`src/rtl/cpu_run_ctrl_pkg.sv`:
```
// Shared types for the RV32 run controller: FSM state encoding and the halt idiom.
`default_nettype none

package cpu_ctrl_pkg;

  typedef enum logic [2:0] {
    ST_IDLE    = 3'd0,
    ST_LOAD    = 3'd1,
    ST_LOADED  = 3'd2,
    ST_RUN     = 3'd3,
    ST_DONE    = 3'd4,
    ST_TIMEOUT = 3'd5
  } run_state_t;

  // beq x0,x0,0 : the core spins on itself forever
  localparam logic [31:0] HALT_INST = 32'h0000_0063;

endpackage

`default_nettype wire

```
`src/rtl/cpu_run_ctrl_if.sv`:
```
// Program-load stream plus the instruction-memory write port it produces.
`default_nettype none

interface cpu_run_ctrl_if #(
  parameter int IMEM_WORDS = 256
) ();

  localparam int AW = $clog2(IMEM_WORDS);

  logic          ld_valid;
  logic          ld_ready;
  logic [31:0]   ld_data;
  logic          ld_last;
  logic          imem_we;
  logic [AW-1:0] imem_addr;
  logic [31:0]   imem_wdata;

  modport master (
    output ld_valid, ld_data, ld_last,
    input  ld_ready, imem_we, imem_addr, imem_wdata
  );

  modport slave (
    input  ld_valid, ld_data, ld_last,
    output ld_ready, imem_we, imem_addr, imem_wdata
  );

endinterface

`default_nettype wire

```
`src/rtl/cpu_run_ctrl.sv`:
```
// Run controller: loads a program into imem under core reset, runs it, counts
// retired instructions and stops on the halt idiom or a cycle limit.
`default_nettype none

module cpu_run_ctrl
  import cpu_ctrl_pkg::*;
#(
  parameter int          IMEM_WORDS = 256,
  parameter logic [31:0] MAX_CYCLES = 32'd100000
) (
  input  wire logic        clk,
  input  wire logic        rst,
  cpu_run_ctrl_if.slave    load_bus,
  input  wire logic        start,
  input  wire logic        abort,
  input  wire logic        clear,
  output logic             cpu_rst,
  input  wire logic [31:0] inst_data,
  output logic             busy,
  output logic             done,
  output logic             timeout,
  output logic             load_err,
  output logic [31:0]      cycle_count
);

  localparam int            AW       = $clog2(IMEM_WORDS);
  localparam logic [AW-1:0] LAST_IDX = AW'(IMEM_WORDS - 1);

  run_state_t    r_state;
  run_state_t    w_next;
  logic [AW-1:0] r_word_cnt;
  logic          r_load_err;
  logic [31:0]   r_cycle_count;
  logic          r_cpu_rst;

  logic          w_ld_ready;
  logic          w_xfer;
  logic          w_halt;
  logic [31:0]   w_count_inc;

  assign w_ld_ready  = (r_state == ST_IDLE) || (r_state == ST_LOAD);
  assign w_xfer      = load_bus.ld_valid && w_ld_ready && !abort;
  assign w_halt      = (inst_data == HALT_INST);
  assign w_count_inc = r_cycle_count + 32'd1;

  always_comb begin
    w_next = r_state;
    unique case (r_state)
      ST_IDLE: begin
        if (w_xfer) w_next = load_bus.ld_last ? ST_LOADED : ST_LOAD;
      end
      ST_LOAD: begin
        if (w_xfer && (load_bus.ld_last || r_word_cnt == LAST_IDX)) w_next = ST_LOADED;
      end
      ST_LOADED: begin
        if (start) w_next = ST_RUN;
      end
      ST_RUN: begin
        if (w_halt)                         w_next = ST_DONE;
        else if (w_count_inc == MAX_CYCLES) w_next = ST_TIMEOUT;
      end
      ST_DONE, ST_TIMEOUT: begin
        if (clear) w_next = ST_IDLE;
      end
      default: w_next = ST_IDLE;
    endcase
    if (abort) w_next = ST_IDLE;
  end

  always_ff @(posedge clk or posedge rst) begin
    if (rst) begin
      r_state       <= ST_IDLE;
      r_cpu_rst     <= 1'b1;
      r_word_cnt    <= '0;
      r_load_err    <= 1'b0;
      r_cycle_count <= '0;
    end else begin
      r_state   <= w_next;
      r_cpu_rst <= !(w_next == ST_RUN || w_next == ST_DONE);

      // Returning to IDLE rewinds the write pointer so the next load starts at 0.
      if (w_next == ST_IDLE)
        r_word_cnt <= '0;
      else if (w_xfer)
        r_word_cnt <= r_word_cnt + AW'(1);

      if (w_xfer && r_state == ST_IDLE)
        r_load_err <= 1'b0;
      else if (w_xfer && r_state == ST_LOAD && !load_bus.ld_last && r_word_cnt == LAST_IDX)
        r_load_err <= 1'b1;

      if (r_state == ST_LOADED && start && !abort)
        r_cycle_count <= '0;
      else if (r_state == ST_RUN && !abort && !w_halt)
        r_cycle_count <= w_count_inc;
    end
  end

  assign load_bus.ld_ready   = w_ld_ready;
  assign load_bus.imem_we    = w_xfer;
  assign load_bus.imem_addr  = r_word_cnt;
  assign load_bus.imem_wdata = load_bus.ld_data;

  assign cpu_rst     = r_cpu_rst;
  assign busy        = (r_state == ST_LOAD) || (r_state == ST_LOADED) || (r_state == ST_RUN);
  assign done        = (r_state == ST_DONE);
  assign timeout     = (r_state == ST_TIMEOUT);
  assign load_err    = r_load_err;
  assign cycle_count = r_cycle_count;

endmodule

`default_nettype wire

```
`src/flat_wrapper.sv`:
```
// flat-port wrapper written by rule: the top's interface ports become plain ports
module cpu_run_ctrl_flat import cpu_ctrl_pkg::*;
#(
  parameter int          IMEM_WORDS = 256,
  parameter logic [31:0] MAX_CYCLES = 32'd100000
)
  (clk, rst, start, abort, clear, cpu_rst, inst_data, busy, done, timeout, load_err, cycle_count, load_bus_ld_valid, load_bus_ld_data, load_bus_ld_last, load_bus_ld_ready, load_bus_imem_we, load_bus_imem_addr, load_bus_imem_wdata);
  cpu_run_ctrl_if #(.IMEM_WORDS(IMEM_WORDS)) load_bus_i ();
  input  wire logic clk;
  input  wire logic rst;
  input  wire logic start;
  input  wire logic abort;
  input  wire logic clear;
  output logic cpu_rst;
  input  wire logic [31:0] inst_data;
  output logic busy;
  output logic done;
  output logic timeout;
  output logic load_err;
  output logic [31:0] cycle_count;
  input wire logic [$bits(load_bus_i.ld_valid)-1:0] load_bus_ld_valid;
  input wire logic [$bits(load_bus_i.ld_data)-1:0] load_bus_ld_data;
  input wire logic [$bits(load_bus_i.ld_last)-1:0] load_bus_ld_last;
  output wire logic [$bits(load_bus_i.ld_ready)-1:0] load_bus_ld_ready;
  output wire logic [$bits(load_bus_i.imem_we)-1:0] load_bus_imem_we;
  output wire logic [$bits(load_bus_i.imem_addr)-1:0] load_bus_imem_addr;
  output wire logic [$bits(load_bus_i.imem_wdata)-1:0] load_bus_imem_wdata;
  assign load_bus_i.ld_valid = load_bus_ld_valid;
  assign load_bus_i.ld_data = load_bus_ld_data;
  assign load_bus_i.ld_last = load_bus_ld_last;
  assign load_bus_ld_ready = load_bus_i.ld_ready;
  assign load_bus_imem_we = load_bus_i.imem_we;
  assign load_bus_imem_addr = load_bus_i.imem_addr;
  assign load_bus_imem_wdata = load_bus_i.imem_wdata;
  cpu_run_ctrl #(.IMEM_WORDS(IMEM_WORDS), .MAX_CYCLES(MAX_CYCLES)) u_core (.clk(clk), .rst(rst), .load_bus(load_bus_i), .start(start), .abort(abort), .clear(clear), .cpu_rst(cpu_rst), .inst_data(inst_data), .busy(busy), .done(done), .timeout(timeout), .load_err(load_err), .cycle_count(cycle_count));
endmodule
```
`config.mk`:
```
export PLATFORM = sky130hd
export DESIGN_NAME = cpu_run_ctrl_flat
export DESIGN_NICKNAME = d
export VERILOG_FILES = /design/src/rtl/cpu_run_ctrl_pkg.sv /design/src/rtl/cpu_run_ctrl_if.sv /design/src/rtl/cpu_run_ctrl.sv /design/src/flat_wrapper.sv
export SDC_FILE = /design/constraint.sdc
export NUM_CORES = 1
export LEC_CHECK = 0
export CAP_MARGIN = 20
export CORE_MARGIN = 5
export CORE_UTILIZATION = 45
export DETAILED_ROUTE_END_ITERATION = 8
export PLACE_DENSITY = 0.84
export SETUP_SLACK_MARGIN = 0.4
export SLEW_MARGIN = 20
export SYNTH_ARGS = -nofsm -noshare
export SYNTH_HDL_FRONTEND = slang
export SYNTH_SLANG_ARGS = --single-unit
```
`constraint.sdc`:
```
create_clock -name clk -period 4.3 [get_ports clk]
set_input_delay 0.43 -clock clk [delete_from_list [all_inputs] [get_ports clk]]
set_output_delay 0.43 -clock clk [all_outputs]
set_load 0.03 [all_outputs]
```
==> impl_metrics.env <==
export IMPL_outcome="finished, final reports clean"
export IMPL_clkPwrFrac=0.252
export IMPL_grt_overflow=0
export IMPL_p_leak_nw=1.59
export IMPL_dr_pass1_iters=5
export IMPL_peakVddDrop_mv=0.178
export IMPL_avgSynthCellArea_um2=8.20
export IMPL_power_frac_comb=0.255
export IMPL_placed_area_um2=4130
export IMPL_hold_path_class="primary input to asynchronous set/reset pin"
export IMPL_seqCellArea_um2=1130
export IMPL_synth_area_leaders="dfrtp_1, buf_4, nor2_1"
export IMPL_antenna_found_initial=0
export IMPL_post_dp_hpwl_um=7500
export IMPL_fin_tns_setup_ns=0
export IMPL_cts_tree="yes"
export IMPL_cp_num_buf_inv=3
export IMPL_path_delay_family="buffers and inverters"
export IMPL_synth_flop_cell="dfrtp_1"
export IMPL_nets=544
export IMPL_die_y_um=98.4
export IMPL_sw_frac_of_total=0.348
export IMPL_num_vias=3492
export IMPL_drv_slew=0
export IMPL_multi_input_area_um2=1970
export IMPL_reg2reg_depth=8
export IMPL_final_area_um2=4220
export IMPL_r2r_end="u_core.r_state[1]"
export IMPL_r2r_start="u_core.cycle_count[0]"
export IMPL_grt_max_degree=46
export IMPL_synth_edf_count=0
export IMPL_fill_cells=729
export IMPL_path_cells="clkdlybuf4s50_1 -> or4b_1 -> inv_1 -> clkdlybuf4s50_1"
export IMPL_insertion_delay_ns=0.31
export IMPL_numCtsBuffers=5
export IMPL_syn_inst=429
export IMPL_rows=32
export IMPL_netlist_area_leader_share=0.313
export IMPL_crit_path_max_fanout=15
export IMPL_critPathKind="primary input to output port"
export IMPL_io_buffers=85
export IMPL_synth_top_area_cell="dfrtp_1"
export IMPL_antenna_cells=0
export IMPL_clkSinkCount=45
export IMPL_cap_violations=0
export IMPL_grt_setup_unrepaired="false"
export IMPL_async_flop_share=1.00
export IMPL_grt_pass1_wl_um=16800
export IMPL_core_um2=7690
export IMPL_gp_congestion=0.957
export IMPL_grt_total_usage=0.209
export IMPL_cts_clk_slew_worst_paths_ns=0.09
export IMPL_worst_ep_arrival_time_ns=2.81
export IMPL_fin_crit_sh=0.753
export IMPL_chipWidth_um=98.4
export IMPL_worst_pin_slew_ns=0.823
export IMPL_area_growth_pct=19.8
export IMPL_hold_violations=0
export IMPL_die_area_um2=9690
export IMPL_worst_setup_path_end_kind="output port"
export IMPL_synth_warnings=0
export IMPL_cp_slowest_cell="or4b_1"
export IMPL_max_freq_ghz=0.309
export IMPL_first_global_vias=3398
export IMPL_viasPerCell=6.08
export IMPL_pin_count=150
export IMPL_cts_resized=0
export IMPL_post_drt_wl_per_cell_um=17.7
export IMPL_p_int_mw=0.691
export IMPL_slowest_delay_ns=0.76
export IMPL_critPathLaunchType="primary input"
export IMPL_synth_seq_cells=45
export IMPL_synth_area_um2=3520
export IMPL_netSwitchingPower_mw=0.370
export IMPL_pwr_density_cell_nw_per_um2=252
export IMPL_syn_num_nets=502
export IMPL_drcViolationCount=0
export IMPL_cts_root_buf="clkbuf_8"
export IMPL_fin_crit_ns=3.24
export IMPL_fin_skew_ns=0.00906
export IMPL_cts_buffer_depth=2
export IMPL_cpMostUsedCell="clkdlybuf4s50_1"
export IMPL_reg2reg_slack_ns=1.18
export IMPL_critical_path_required_ns=3.87
export IMPL_power_share_sequential=0.494
export IMPL_cts_setup_buffers=0
export IMPL_ys_seq_area_frac=0.320
export IMPL_drtIter0Drc=353
export IMPL_ant_nets=0
export IMPL_setup_viol=0
export IMPL_routed_wl_um=10100
export IMPL_final_util=0.549
export IMPL_relSlewSlack=0.437
export IMPL_drive_above_1_share=0.0678
export IMPL_synthDistinctLibCells=68
export IMPL_holdBufCountCts=0
export IMPL_htreeDepth=2
export IMPL_start_util=0.458
==> routing by layer <==
layer,global-route usage,routed length [µm],vias to the layer above
met2,0.352,4980,207
met4,0.0630,178,0
met3,0.0453,871,26
li1,-,-,1594
met5,0,0,-
met1,0.271,4110,1665
==> power groups by stage <==
stage                     Clock (mW)  Combinational [mW]  Sequential (mW)
after floorplan                    0               0.179            0.552
after global placement             0               0.267            0.527
after detailed placement           0               0.271            0.529
after CTS                      0.268               0.273            0.521
after global routing           0.285               0.291            0.532
final                          0.267               0.270            0.524
==> cell usage in the layout, fill, tap and decap left out, types with 12 or more instances in the layout <==
| cell type | count |
|---|---|
| clkdlybuf4s50_1 | 85 |
| nor2_1 | 59 |
| nand2_1 | 44 |
| dfrtp_1 | 44 |
| o21ai_0 | 25 |
| nand4_1 | 19 |
| xnor2_1 | 15 |
| nand3_1 | 15 |
| a21oi_1 | 13 |
| nor4_1 | 13 |
| nor3_1 | 12 |
| xor2_1 | 12 |
==> through the flow <==
step	total power, mW	setup slack [ns]	instances	hold WS (ns)
2_1_floorplan	0.730	1.53	429	0.646
3_3_place_gp	0.795	1.10	565	0.537
3_5_place_dp	0.801	0.949	565	0.567
6_report	1.06	1.06	574	0.566
5_1_grt	1.11	0.900	574	0.596
4_1_cts	1.06	1.10	573	0.579
==> tightest hold or removal path: cells and delay by family <==
kind,cells,cell delay (ns)
buffers and inverters,3,0.93
==> logic make-up (layout without fill, tap and decap cells) <==
family,count (synthesis),in the layout,synth area share
buffers and inverters,63,106,0.122
adders and majority gates,2,2,0.00711
AOI/OAI and AO/OA,73,73,0.138
DFF,45,45,0.320
xor gates and xnor gates,27,27,0.0672
and+or+nand+nor,216,216,0.337
muxes,3,3,0.00853
==> cell type report <==
| cell class | count | share of cell area |
|---|---|---|
| clock inverter | 2 | 0.00237 |
| tap | 102 | 0.0303 |
| inverter | 10 | 0.00890 |
| clock buffer | 6 | 0.0172 |
| timing repair buffer | 88 | 0.207 |
| sequential | 45 | 0.267 |
| multi-input combinational | 321 | 0.467 |
==> cells in the mapped netlist (10+ instances only) <==
cell type,number
xor2_1,12
nand4_1,19
o21ai_0,25
inv_1,10
a21oi_1,13
nand2_1,44
nor3_1,13
buf_4,34
nand3_1,15
dfrtp_1,44
xnor2_1,15
nor4_1,13
nor2_1,59
==> worst max path at each step <==
stage | from | end | cells past startpoint
after floorplan | u_core.cycle_count[0] | u_core.r_state[1] | 8
after global placement | abort | u_core.load_bus.imem_addr[5] | 8
after detailed placement | abort | u_core.load_bus.imem_addr[5] | 8
after CTS | abort | load_bus_imem_we | 4
after global routing | u_core.cycle_count[0] | u_core.r_state[1] | 8
final | abort | load_bus_imem_we | 4
==> registers in the layout, summed over array words and instances, names as in the netlist <==
name / flops
u_core.load_bus.imem_addr: 8
u_core.r_state: 3
u_core.cpu_rst: 1
u_core.cycle_count: 32
u_core.load_err: 1
Note: power is estimated with default switching activity, not from simulation.
